**src/rtl/uart_tx_serializer_if.sv**
```systemverilog
`default_nettype none
// ============================================================================
// Module      : uart_tx_serializer_if
// Description : Read-side handshake between the TX FIFO controller and the
//               UART transmit serializer (empty flag, registered read data,
//               active-low one-clock read strobe).
// Revision    : 1.0 - initial release
// ============================================================================
interface uart_tx_serializer_if;
  logic       fifo_empty;
  logic [7:0] fifo_data;
  logic       fifo_read_n;

  // Serializer side: consumes bytes from the FIFO
  modport master (
    input  fifo_empty,
    input  fifo_data,
    output fifo_read_n
  );

  // FIFO side: supplies bytes to the serializer
  modport slave (
    output fifo_empty,
    output fifo_data,
    input  fifo_read_n
  );
endinterface
`default_nettype wire

```
**src/rtl/uart_tx_serializer.sv**
```systemverilog
`default_nettype none
// ============================================================================
// Module      : uart_tx_serializer
// Description : UART transmit engine. Pops bytes from the TX FIFO, waits out
//               the FIFO read latency, then shifts the byte out LSB-first as
//               start / 7 or 8 data / optional parity / stop, timed by a 16x
//               baud-rate enable pulse.
// Revision    : 1.0 - initial release
// ============================================================================
module uart_tx_serializer #(
  parameter int RD_LAT     = 2,
  parameter int OVERSAMPLE = 16
) (
  input  logic                        clock,
  input  logic                        reset,
  input  logic                        baud_en,
  uart_tx_serializer_if.master        fifo,
  input  logic                        bit8,
  input  logic                        parity_en,
  input  logic                        odd_n_even,
  output logic                        tx,
  output logic                        tx_busy,
  output logic                        tx_done
);

  localparam int TICK_W = (OVERSAMPLE > 1) ? $clog2(OVERSAMPLE) : 1;
  localparam logic [TICK_W-1:0] TICK_LAST = TICK_W'(OVERSAMPLE - 1);
  localparam logic [3:0]        RD_LAST   = 4'(RD_LAT);

  typedef enum logic [2:0] {
    S_IDLE    = 3'd0,
    S_RD_WAIT = 3'd1,
    S_START   = 3'd2,
    S_DATA    = 3'd3,
    S_PARITY  = 3'd4,
    S_STOP    = 3'd5
  } state_t;

  state_t            state_q, state_d;
  logic [TICK_W-1:0] tick_q, tick_d;
  logic [3:0]        bit_cnt_q, bit_cnt_d;   // read-latency count in RD_WAIT, bit index in DATA
  logic [7:0]        shift_q, shift_d;
  logic              bit8_q, bit8_d;
  logic              par_en_q, par_en_d;
  logic              par_q, par_d;           // parity bit value, fixed at capture
  logic              tx_q, tx_d;
  logic              busy_q, busy_d;
  logic              done_q, done_d;
  logic              rd_n_q, rd_n_d;

  logic              in_frame;
  logic              bit_end;
  logic [3:0]        last_idx;
  logic              cap_parity;

  assign in_frame   = (state_q == S_START) || (state_q == S_DATA) ||
                      (state_q == S_PARITY) || (state_q == S_STOP);
  assign bit_end    = in_frame && baud_en && (tick_q == TICK_LAST);
  assign last_idx   = bit8_q ? 4'd7 : 4'd6;
  // In 7-bit mode the MSB is never sent, so it must not affect parity
  assign cap_parity = (^(fifo.fifo_data & (bit8 ? 8'hFF : 8'h7F))) ^ odd_n_even;

  // Register every piece of state; synchronous reset drops any frame in flight
  always_ff @(posedge clock) begin
    if (reset) begin
      state_q   <= S_IDLE;
      tick_q    <= '0;
      bit_cnt_q <= '0;
      shift_q   <= '0;
      bit8_q    <= 1'b0;
      par_en_q  <= 1'b0;
      par_q     <= 1'b0;
      tx_q      <= 1'b1;
      busy_q    <= 1'b0;
      done_q    <= 1'b0;
      rd_n_q    <= 1'b1;
    end else begin
      state_q   <= state_d;
      tick_q    <= tick_d;
      bit_cnt_q <= bit_cnt_d;
      shift_q   <= shift_d;
      bit8_q    <= bit8_d;
      par_en_q  <= par_en_d;
      par_q     <= par_d;
      tx_q      <= tx_d;
      busy_q    <= busy_d;
      done_q    <= done_d;
      rd_n_q    <= rd_n_d;
    end
  end

  // Next-state and registered-output logic for the frame sequencer
  always_comb begin
    state_d   = state_q;
    tick_d    = tick_q;
    bit_cnt_d = bit_cnt_q;
    shift_d   = shift_q;
    bit8_d    = bit8_q;
    par_en_d  = par_en_q;
    par_d     = par_q;
    tx_d      = tx_q;
    busy_d    = busy_q;
    done_d    = 1'b0;
    rd_n_d    = 1'b1;

    // Oversample counter runs only while a frame is on the line
    if (in_frame && baud_en) begin
      tick_d = bit_end ? '0 : tick_q + 1'b1;
    end

    case (state_q)
      S_IDLE: begin
        tx_d   = 1'b1;
        busy_d = 1'b0;
        // Pop immediately; the baud phase does not gate the read
        if (!fifo.fifo_empty) begin
          rd_n_d    = 1'b0;
          busy_d    = 1'b1;
          bit_cnt_d = 4'd1;     // the pop edge is the first latency clock
          state_d   = S_RD_WAIT;
        end
      end

      S_RD_WAIT: begin
        if (bit_cnt_q >= RD_LAST) begin
          shift_d   = fifo.fifo_data;
          bit8_d    = bit8;
          par_en_d  = parity_en;
          par_d     = cap_parity;
          tx_d      = 1'b0;
          tick_d    = '0;
          bit_cnt_d = '0;
          state_d   = S_START;
        end else begin
          bit_cnt_d = bit_cnt_q + 4'd1;
        end
      end

      S_START: begin
        if (bit_end) begin
          tx_d      = shift_q[0];
          bit_cnt_d = '0;
          state_d   = S_DATA;
        end
      end

      S_DATA: begin
        if (bit_end) begin
          if (bit_cnt_q == last_idx) begin
            if (par_en_q) begin
              tx_d    = par_q;
              state_d = S_PARITY;
            end else begin
              tx_d    = 1'b1;
              state_d = S_STOP;
            end
          end else begin
            shift_d   = {1'b0, shift_q[7:1]};
            tx_d      = shift_q[1];
            bit_cnt_d = bit_cnt_q + 4'd1;
          end
        end
      end

      S_PARITY: begin
        if (bit_end) begin
          tx_d    = 1'b1;
          state_d = S_STOP;
        end
      end

      S_STOP: begin
        if (bit_end) begin
          done_d  = 1'b1;
          busy_d  = 1'b0;
          state_d = S_IDLE;
        end
      end

      default: begin
        tx_d    = 1'b1;
        busy_d  = 1'b0;
        state_d = S_IDLE;
      end
    endcase
  end

  assign tx               = tx_q;
  assign tx_busy          = busy_q;
  assign tx_done          = done_q;
  assign fifo.fifo_read_n = rd_n_q;

endmodule
`default_nettype wire

```
**src/flat_wrapper.sv**
```systemverilog
// flat-port wrapper written by rule: the top's interface ports become plain ports
module uart_tx_serializer_flat 
#(
  parameter int RD_LAT     = 2,
  parameter int OVERSAMPLE = 16
)
  (clock, reset, baud_en, bit8, parity_en, odd_n_even, tx, tx_busy, tx_done, fifo_fifo_empty, fifo_fifo_data, fifo_fifo_read_n);
  uart_tx_serializer_if fifo_i ();
  input  logic clock;
  input  logic reset;
  input  logic baud_en;
  input  logic bit8;
  input  logic parity_en;
  input  logic odd_n_even;
  output logic tx;
  output logic tx_busy;
  output logic tx_done;
  input wire logic [$bits(fifo_i.fifo_empty)-1:0] fifo_fifo_empty;
  input wire logic [$bits(fifo_i.fifo_data)-1:0] fifo_fifo_data;
  output wire logic [$bits(fifo_i.fifo_read_n)-1:0] fifo_fifo_read_n;
  assign fifo_i.fifo_empty = fifo_fifo_empty;
  assign fifo_i.fifo_data = fifo_fifo_data;
  assign fifo_fifo_read_n = fifo_i.fifo_read_n;
  uart_tx_serializer #(.RD_LAT(RD_LAT), .OVERSAMPLE(OVERSAMPLE)) u_core (.clock(clock), .reset(reset), .baud_en(baud_en), .fifo(fifo_i), .bit8(bit8), .parity_en(parity_en), .odd_n_even(odd_n_even), .tx(tx), .tx_busy(tx_busy), .tx_done(tx_done));
endmodule
```
**config.mk**
```make
export PLATFORM = sky130hd
export DESIGN_NAME = uart_tx_serializer_flat
export DESIGN_NICKNAME = d
export VERILOG_FILES = /design/src/rtl/uart_tx_serializer_if.sv /design/src/rtl/uart_tx_serializer.sv /design/src/flat_wrapper.sv
export SDC_FILE = /design/constraint.sdc
export NUM_CORES = 1
export LEC_CHECK = 0
export ABC_AREA = 1
export CAP_MARGIN = 5
export CORE_MARGIN = 4
export CORE_UTILIZATION = 59
export CTS_CLUSTER_DIAMETER = 60
export CTS_CLUSTER_SIZE = 10
export DETAILED_ROUTE_END_ITERATION = 10
export PLACE_DENSITY = 0.9
export SYNTH_ARGS = -nofsm -noshare
export SYNTH_HDL_FRONTEND = slang
export SYNTH_SLANG_ARGS = --single-unit
```
**constraint.sdc**
```tcl
create_clock -name clock -period 3.3 [get_ports clock]
set_input_delay 0.825 -clock clock [delete_from_list [all_inputs] [get_ports clock]]
set_output_delay 0.825 -clock clock [all_outputs]
set_load 0.005 [all_outputs]
```
**Word level (Yosys, flattened, before mapping)**

Index checks and enable logic that the tools add are counted.
Widths: inputs -> output; s select.

- Register bits after elaboration: 26
- Bits in latches: 0
- RAM bits: 0
- Bits in read-only memories: 0
- Input port bits: 15
- Output and inout bits: 4
- Word-level logic and storage cells: 89
- Memories kept: 0

- Add/sub/neg operators: 2
- $mul: 0
- Div/mod/pow operators: 0
- $lt $le $gt $ge: 1
- Eq/ne operators: 15
- Shifts and indexed selects: 0
- Mux-type cells: 37
- Bitwise logic cells: 5
- Reductions and logical operators: 18

Operator list:

| cell | count |
|---|---|
| $mux 4 | 9 |
| $mux 8 | 4 |
| $mux 3 | 7 |
| $pmux 3 s6 | 1 |
| $pmux 4 s4 | 1 |
| $pmux 8 s2 | 1 |
| $mux 1 | 12 |
| $ne 2x1->1 const B | 5 |
| $reduce_and 5->1 | 2 |
| $add 4x1->4 const B | 2 |
| $and 8x8->8 | 1 |
| $reduce_xor 8->1 | 1 |
| $reduce_and 7->1 | 1 |
| $eq 3x2->1 const B | 2 |
| $eq 3x3->1 const B | 2 |
| $ne 2x2->1 const B | 3 |
| $pmux 1 s5 | 1 |
| $eq 4x4->1 | 1 |
| $eq 4x4->1 const B | 1 |
| $ge 4x2->1 const B | 1 |
| $reduce_and 2->1 | 2 |
| $reduce_and 4->1 | 1 |
| $reduce_bool 4->1 | 1 |
| $reduce_or 2->1 | 2 |
| 9 further kinds | 14 |

**Longest topological paths before layout**

- Depth in word-level cells: 10
- Gate-level depth with buffers: 13
- Depth with buffers taken out: 13

**Worst setup path before layout**

Ideal clock, no wire load.

- Path type: input-to-reg
- Start: in fifo_fifo_data[7]
- End: reg u_core.par_q
- Library setup time: 0.070 ns
- Arrival time: 1.559 ns
- Data required time: 3.230 ns
- Setup slack: 1.671 ns
- Stages: 5
- Path buffers: 0
- Path through: nand2_1 -> xor2_1 -> xor2_1 -> or2_2 -> a21oi_1

- Word-level cells in the longest chain between the ends: 3

Ends and longest elaborated chain:

| what | RTL line | text |
|---|---|---|
| from (decl) | flat_wrapper.sv:19 | `input wire logic [$bits(fifo_i.fifo_data)-1:0] fifo_fifo_data;` |
| $and 8x8->8 | uart_tx_serializer.sv:61 | `assign cap_parity = (^(fifo.fifo_data & (bit8 ? 8'hFF : 8'h7F))) ^ odd_n_even;` |
| $reduce_xor 8->1 | uart_tx_serializer.sv:61 |  |
| $xor 1x1->1 | uart_tx_serializer.sv:61 |  |
| to (signal assigned) | uart_tx_serializer.sv:84 | `par_q <= par_d;` |
| to (decl) | uart_tx_serializer.sv:45 | `logic par_q, par_d;` |

No other way between the ends.
A chain may end at the register's enable or synchronous reset.

**Final worst setup path**

- Start: in baud_en
- End: reg u_core.state_q[1]

- Word-level cells in the longest chain between the ends: 4
- Elaborated cells on any way between the ends: 7
- Classes of those cells: 4 x eq/ne; 3 x reduce/logical

Ends and longest elaborated chain:

| what | RTL line | text |
|---|---|---|
| from (decl) | flat_wrapper.sv:11 | `input logic baud_en;` |
| $logic_and 1x1->1 * (2 in series) | uart_tx_serializer.sv:58 | `assign bit_end = in_frame && baud_en && (tick_q == TICK_LAST);` |
| $ne 2x1->1 (no source line) | - |  |
| $reduce_and 7->1 (no source line) * | - |  |
| to (signal assigned) | uart_tx_serializer.sv:78 | `state_q <= state_d;` |
| to (decl) | uart_tx_serializer.sv:39 | `state_t state_q, state_d;` |

Every way passes the cells marked *; elsewhere a longest branch is shown, timed or not.

==> metrics.txt <==
Die X=59.63 µm; f_max=487.5 MHz; num ports=19; worst-skew pair later-pin latency=0.31 ns; IO Port Bufs=18; DIE AREA=3556 µm²; CP Class=in2reg; fin. max-slew vios=0; Cells after Synth=243; Hold Crit Start=u_core.tick_q[2]; DR WL/cell=11.19 µm; Post-Syn Nets=261; maximum number of pins on one net before global-route repair=18; post-CTS sizing=0; Seq/Total Area, Yosys=0.3309; Yosys cell types=25; global route overflow=0; antenna viol nets, final=0; crit end category=flip-flop; Hold EP=u_core.tick_q[2]; P per Cell Area=761.8 nW/µm²; Leak=0.8498 nW; Tmin final=2.051 ns; Area contributors post-synth=dfxtp_1, nand2_1, nor2_1; htree depth=1; Fin Clk Skew=0.005419 ns; commonest non-fill, non-tap cells in the layout=nand2_1, nor2_1, inv_1, dfxtp_1, a21oi_1; Reg-to-Reg End=u_core.state_q[1]; routed vias=1,530; WHS Path Cells=2; Final Total Pwr=1.385 mW; diode count=0; Clock Tree Root=clkbuf_4; WL final=3257 µm; Non-Filler Instances=291; Slew HR=0.6739; Final Setup Violations=0; Clk network pwr share=0.156; initial antenna violation count=0; vias in the first global route=1,417; Req. time, crit path=3.53 ns; clock-pin transition on the worst setup and hold timing paths=0.14 ns; fin area=1818 µm²; TritonCTS Buffers=3; crit path DAT=2.28 ns; DP Cell Count=287; worst setup margin=1.249 ns; DIE HEIGHT=59.63 µm; global-route usage over all layers=0.1987; sequential power share=0.346; yosys warns=0; initial DRC count=96; Yosys reg bits=26; Final TNS setup=0 ns; Max-cap violations=0; status=completed; syn avg cell area=6.472 µm²; Initial Utilization=0.6291; first-pass GRT wire length=5595 µm; R2R setup slack=1.41 ns; Sw Pwr=0.6006 mW; Internal=0.7843 mW; GP Congestion=0.8881; post-DP HPWL=2508 µm; FILL cells=225; combinational share of power=0.498; switching portion of total power=0.4336; Synth top area share=0.3309; via/cell ratio=5.258; Post-CTS Setup Bufs=0; placed cell area=1765 µm²; Final period util=0.6216; hold_ws=0.4703 ns; worst r2r path cells=10; Fin. Hold Viols=0; Synth-to-Final Area Change=15.59%; mapped cell area=1573 µm²; RSZ-0062 raised after global routing=no; nets=280; row count=18; worst slack, placed=0.9197 ns; TritonCTS clock tree=done; Slew @ Worst Pin=0.4876 ns; Core ar.=2500 µm²; Synth area leader=dfxtp_1; drt pass-1 iters=4; DRC=0; layout cell share with drive strength beyond 1=0.06897; commonest non-fill, non-tap cell in the layout=nand2_1; maximum clock path buffer count=2; final core utilization=0.7272; Critical R2R Launch=u_core.state_q[2]; hold_buf cts=0; CTS sink count=26; HP Class=reg2reg; crit path max fanout=11; peak supply drop=0.0004755 V; Setup crit start kind=primary input
-- cells in the mapped netlist --
cell and number:
buf_6 1, clkbuf_1 1, a21oi_4 2, dfxtp_1 26, nor2_2 1, nor2_4 1
nor2_1 33, a21oi_2 1, nand3_1 16, nand3_2 4, inv_1 26, nand3b_1 1
xnor2_1 3, nand4_1 1, nand3_4 1, o21ai_0 10, nand2_1 77, xor2_1 6
inv_2 1, or2_2 3, nor4_1 1, or2_0 1, ha_1 3, a21oi_1 21
buf_2 2
-- cell families after synthesis --
kind of cell / synth area share
and+or+nand+nor: 0.3898
AOI/OAI and AO/OA: 0.1249
buffers and inverters: 0.08034
DFF: 0.3309
xor gates and xnor gates: 0.05012
adders and majority gates: 0.02387
-- worst max-delay path by stage --
stage,startpoint,end,slack (ns),cells after the start
4_1_cts,baud_en,u_core.state_q[1],1.26,8
5_1_grt,baud_en,u_core.state_q[2],1.14,8
3_5_place_dp,baud_en,u_core.state_q[1],0.92,8
6_report,baud_en,u_core.state_q[1],1.25,8
3_3_place_gp,baud_en,u_core.state_q[2],1.0,8
2_1_floorplan,fifo_fifo_data[7],u_core.par_q,1.67,5
-- power by group through the flow --
| stage | clock [mW] | combinational [mW] | sequential, mW |
|---|---|---|---|
| global route | 0.233 | 0.782 | 0.493 |
| CTS | 0.220 | 0.687 | 0.479 |
| floorplan | 0 | 0.533 | 0.469 |
| global placement | 0 | 0.664 | 0.484 |
| detailed placement | 0 | 0.682 | 0.486 |
| finish | 0.216 | 0.690 | 0.479 |
-- sequential cells by signal, summed over array words and instances, names as in the netlist --
name                     count
u_core.par_q                 1
u_core.tx                    1
u_core.shift_q               8
u_core.tick_q                4
u_core.bit8_q                1
u_core.par_en_q              1
u_core.tx_done               1
u_core.bit_cnt_q             4
u_core.tx_busy               1
u_core.state_q               3
u_core.fifo.fifo_read_n      1
-- worst max-delay path, stage by stage --
cell	delay, ns
clkdlybuf4s50_1	0.49
nand3_2	0.26
nand2_1	0.21
nand2_1	0.09
nor2_1	0.22
nand2_1	0.07
nand2_1	0.07
nor2_1	0.05
-- final cells by class --
| type | count | area [µm²] | area share |
|---|---|---|---|
| multi-input combinational | 186 | 925.9 | 0.5093 |
| sequential | 26 | 520.5 | 0.2863 |
| timing repair buffer | 18 | 180.2 | 0.09911 |
| inverter | 27 | 101.3 | 0.05575 |
| tap | 30 | 37.54 | 0.02065 |
| clock inverter | 1 | 30.03 | 0.01652 |
| clock buffer | 3 | 22.52 | 0.01239 |
-- per-layer routing --
layer / global-route usage / up-vias / part of all wire
li1: - / 805 / -
met1: 0.2317 / 675 / 0.44
met2: 0.3557 / 42 / 0.49
met3: 0.03704 / 8 / 0.053
met4: 0.07595 / 0 / 0.016
met5: 0 / - / 0
(Power assumes the default switching activity.)
